### src/rtl/mem_port_arbiter.sv
// Shares one main-memory port between the I-port (read-only) and the D-port.
// Define ARB_ROUND_ROBIN_EN for round-robin; default is fixed D-over-I priority.
module mem_port_arbiter #(
  parameter int ADDR_WIDTH = 32,
  parameter int DATA_WIDTH = 32
) (
  input  logic                  clk,
  input  logic                  reset,
  input  logic [ADDR_WIDTH-1:0] i_addr,
  input  logic                  i_read,
  output logic [DATA_WIDTH-1:0] i_rdata,
  output logic                  i_busy,
  input  logic [ADDR_WIDTH-1:0] d_addr,
  input  logic [DATA_WIDTH-1:0] d_wdata,
  input  logic                  d_read,
  input  logic                  d_write,
  output logic [DATA_WIDTH-1:0] d_rdata,
  output logic                  d_busy,
  output logic [ADDR_WIDTH-1:0] dn_addr,
  output logic [DATA_WIDTH-1:0] dn_wdata,
  output logic                  dn_read,
  output logic                  dn_write,
  input  logic [DATA_WIDTH-1:0] dn_rdata,
  input  logic                  dn_ack,
  output logic                  owner
);

  typedef enum logic [1:0] {
    IDLE = 2'd0,
    XFER = 2'd1,
    DONE = 2'd2
  } state_t;

  state_t                state;
  state_t                state_nx;
  logic                  i_req;
  logic                  d_req;
  logic                  grant;
  logic                  grant_d;
  logic                  wr_q;
  logic [ADDR_WIDTH-1:0] addr_q;
  logic [DATA_WIDTH-1:0] wdata_q;

  assign i_req = i_read;
  assign d_req = d_read | d_write;
  assign grant = (state == IDLE) && (i_req || d_req);

`ifdef ARB_ROUND_ROBIN_EN
  // rr=1 favours the D-port on the next contended grant
  logic rr;

  assign grant_d = d_req && (!i_req || rr);

  always_ff @(posedge clk or posedge reset) begin
    if (reset)
      rr <= 1'b0;
    else if (grant)
      rr <= !grant_d;
  end
`else
  assign grant_d = d_req;
`endif

  always_ff @(posedge clk or posedge reset) begin
    if (reset)
      state <= IDLE;
    else
      state <= state_nx;
  end

  always_comb begin
    state_nx = state;
    unique case (state)
      IDLE:    if (i_req || d_req) state_nx = XFER;
      XFER:    if (dn_ack) state_nx = DONE;
      DONE:    state_nx = IDLE;
      default: state_nx = IDLE;
    endcase
  end

  always_comb begin
    dn_read  = (state == XFER) && !wr_q;
    dn_write = (state == XFER) && wr_q;
    dn_addr  = (state == XFER) ? addr_q : '0;
    dn_wdata = (state == XFER) ? wdata_q : '0;
    i_busy   = i_req && !((state == DONE) && !owner);
    d_busy   = d_req && !((state == DONE) && owner);
  end

  // Request details are latched at grant so dn_* stay stable in XFER
  always_ff @(posedge clk or posedge reset) begin
    if (reset) begin
      owner   <= 1'b0;
      wr_q    <= 1'b0;
      addr_q  <= '0;
      wdata_q <= '0;
    end else if (grant) begin
      owner   <= grant_d;
      wr_q    <= grant_d && d_write;
      addr_q  <= grant_d ? d_addr : i_addr;
      wdata_q <= grant_d ? d_wdata : '0;
    end
  end

  always_ff @(posedge clk or posedge reset) begin
    if (reset) begin
      i_rdata <= '0;
      d_rdata <= '0;
    end else if ((state == XFER) && dn_ack && !wr_q) begin
      if (owner)
        d_rdata <= dn_rdata;
      else
        i_rdata <= dn_rdata;
    end
  end

endmodule

### config.mk
export PLATFORM = sky130hd
export DESIGN_NAME = mem_port_arbiter
export DESIGN_NICKNAME = d
export VERILOG_FILES = /design/src/rtl/mem_port_arbiter.sv
export SDC_FILE = /design/constraint.sdc
export NUM_CORES = 1
export LEC_CHECK = 0
export CORE_ASPECT_RATIO = 2
export CORE_UTILIZATION = 32
export CTS_CLUSTER_DIAMETER = 80
export DETAILED_ROUTE_END_ITERATION = 6
export HOLD_SLACK_MARGIN = 0.02
export PLACE_DENSITY = 0.72
export SYNTH_ARGS = -nofsm -noshare
export SYNTH_HDL_FRONTEND = slang
export SYNTH_SLANG_ARGS = --single-unit
### constraint.sdc
create_clock -name clk -period 4.9 [get_ports clk]
set_input_delay 0.98 -clock clk [delete_from_list [all_inputs] [get_ports clk]]
set_output_delay 0.98 -clock clk [all_outputs]
set_load 0.05 [all_outputs]
==> results.tsv <==
stage	metric	value	unit
floorplan	die_x	96.6	um
setup_path	r2r_start	state[0]	
clock_tree	htreeDepth	4	
flow_run	cap_violations	0	
power	p_leak	3.83	nW
floorplan	core	17400	sq um
synthesis	synth_top_area_share	0.576	
global_routing	track_usage	0.177	
drt	wl_per_cell	17.9	um
drt	drt_pass1_iterations	4	
drt	drc	0	
setup_path	reg2reg_slack	2.05	ns
timing	drv_slew	0	
clock_tree	cts_sinks	132	
floorplan	fp-row-count	68	
setup_path	r2r_end	d_rdata[19]	
clock_tree	cts-root-buf	clkbuf_16	
global_routing	grt_max_degree	69	
setup_path	criticalPathCategory	reg2out	
finish	layout_commonest_cell	clkdlybuf4s50_1	
setup_path	critical_path.max_stage_delay	0.82	ns
synthesis	synth_area_leaders	dfrtp_1 58%, mux2_2 25%, and2_1 7.2%, a22o_1 5.0%, buf_2 1.0%	
timing	finalSetupViolations	0	
placement	gp_congestion	0.770	
finish	final_area	9180	sq um
outcome	status	finished clean	
finish	final_net_count	801	
synthesis	synth.net_count	536	
floorplan	die_area	18500	sq um
clock_tree	ctsHoldBuffers	0	
clock_tree	cts_resized	0	
synthesis	ys_ff_latch	132	
synthesis	ys_seq_area_frac	0.576	
clock_tree	worst_skew_pair.late_latency	0.41	ns
setup_path	cp.required	3.92	ns
timing	setup-tns-final	0	ns
global_routing	grt_pass1_vias	4802	
timing	fin_crit_sh	0.819	
clock_tree	cts_tree	done	
synthesis	syn_area_per_cell	14.3	sq um
power	power_density	799	nW/um^2
setup_path	cp_slowest_cell	clkdlybuf4s50_1	
timing	timing.final.crit_period	4.01	ns
floorplan	initial_core_util	0.330	
clock_tree	numCtsBuffers	17	
timing	hold_violations	0	
finish	final_cell_mix	266 x clkdlybuf4s50_1, 132 x dfrtp_1, 128 x mux2_2, 66 x and2_1, 33 x a22o_1	
setup_path	cp-endpoint	dn_wdata[23]	
placement	dp_hpwl	11800	um
clock_tree	clkTransAtPathRegs	0.06	ns
drt	ant_nets	0	
timing	maxClockFrequency	249	MHz
setup_path	critical_path_peak_fanout	37	
worst_hold_path	hold_start	wdata_q[2]	
global_routing	grt_pass1_wl	25500	um
finish	fillCellCount	1539	
setup_path	r2r_cells	4	
timing	rsz0062_at_grt	false	
global_routing	antenna_found_initial	0	
synthesis	syn_area	5730	sq um
global_routing	grt_remaining_overflow	0	
setup_path	startpoint	state[0]	
drt	wl	15900	um
drt	num_vias	4267	
setup_path	cp_cell_sequence	and2b_1 > buf_4 > and2_1 > clkdlybuf4s50_1	
floorplan	fp.dieH	191	um
synthesis	ys_warn_count	0	
setup_path	cp-end-kind	output pin	
clock_tree	cts_max_path_buffers	2	
drt	drt_iter0_markers	85	
finish	n_antenna_cell	0	
synthesis	yosysTopAreaCell	dfrtp_1	
clock_tree	post-cts-setup-buffers	0	
drt	viasPerCell	4.80	
power	vdd_drop_max	384	uV
finish	area_growth_syn_to_layout	60.1	%
setup_path	startpoint_type	flop	
timing	worst_pin_slew	1.04	ns
timing	slew_headroom	0.301	
setup_path	arrival	3.03	ns
placement	io_buffers	266	
synthesis	synth_cells	402	
finish	drive_gt1_frac	0.253	
synthesis	synth.distinct_cells	22	
floorplan	io_pins	267	
worst_hold_path	hold_path.class	reg2reg	
placement	placed_cell_area	8590	sq um
timing	fin_worst_skew	0.00781	ns
## layer usage
layer	vias up	wire length, um	GRT usage
met5	-	0	0
met4	0	258	0.0649
met3	16	1040	0.0592
met2	184	9060	0.338
met1	2121	5540	0.173
li1	1946	-	-
## report_power, final
part           total [W]  switching [W]  internal [W]
combinational    0.00417        0.00258       0.00159
sequential       0.00192       0.000290       0.00163
clock            0.00124       0.000471      0.000772
total            0.00733        0.00334       0.00399
## final cells by class
| type | count | area, sq um | share of cell area |
|---|---|---|---|
| Multi-Input combinational cell | 241 | 2290 | 0.250 |
| Timing Repair Buffer | 272 | 2720 | 0.296 |
| Clock buffer | 19 | 453 | 0.0493 |
| Clock inverter | 12 | 133 | 0.0144 |
| Tap cell | 210 | 263 | 0.0286 |
| Inverter | 3 | 13.8 | 0.00150 |
| Sequential cell | 132 | 3300 | 0.360 |
## Yosys cell counts
| library cell | n |
|---|---|
| buf_2 | 12 |
| and2_1 | 66 |
| clkbuf_1 | 6 |
| a31oi_1 | 1 |
| buf_6 | 3 |
| nand4b_4 | 1 |
| nor2_1 | 3 |
| and2b_1 | 1 |
| a22o_1 | 33 |
| nor4b_4 | 1 |
| dfrtp_1 | 132 |
| buf_1 | 1 |
| mux2_2 | 128 |
| o21ai_0 | 1 |
| nand2b_4 | 1 |
| o31a_1 | 1 |
| o31ai_1 | 1 |
| nand2_1 | 1 |
| buf_4 | 4 |
| inv_1 | 3 |
| a21o_1 | 1 |
| nor3_1 | 1 |
## sequential cells by signal, indices dropped and copies added (netlist names)
register	flops
d_rdata	32
owner	1
wdata_q	32
wr_q	1
i_rdata	32
addr_q	32
state	2
## worst min-delay path by stage
stage,end,cells past startpoint
global route,addr_q[18],1
detailed placement,wdata_q[30],1
global placement,wdata_q[15],1
floorplan,wdata_q[10],1
finish,wdata_q[2],1
CTS,wdata_q[13],1
## kinds of logic after synthesis
logic type,count (synthesis),share of synthesized area
AOI/OAI and AO/OA,38,0.0565
buffers and inverters,29,0.0282
DFF,132,0.576
muxes,128,0.251
and+or+nand+nor,75,0.0875
## stage by stage
| stage | std cells | hold WS (ns) | utilization | total power, W | setup slack (ns) |
|---|---|---|---|---|---|
| final | 889 | 0.492 | 0.529 | 0.00733 | 0.886 |
| after floorplan | 402 | 0.458 | - | 0.00473 | 0.394 |
| after global placement | 858 | 0.475 | 0.495 | 0.00606 | 1.33 |
| after global routing | 889 | 0.504 | 0.529 | 0.00767 | 0.687 |
| after detailed placement | 858 | 0.475 | 0.495 | 0.00614 | 1.29 |
| after CTS | 889 | 0.495 | 0.529 | 0.00743 | 0.833 |
## critical path: cells and delay by family, from the launching register on
kind | cells | cell delay [ns]
buffers and inverters | 2 | 1.25
AND/OR/NAND/NOR | 2 | 0.88
flip-flops | 1 | 0.48
No activity file was read; power rests on OpenSTA's default activity.
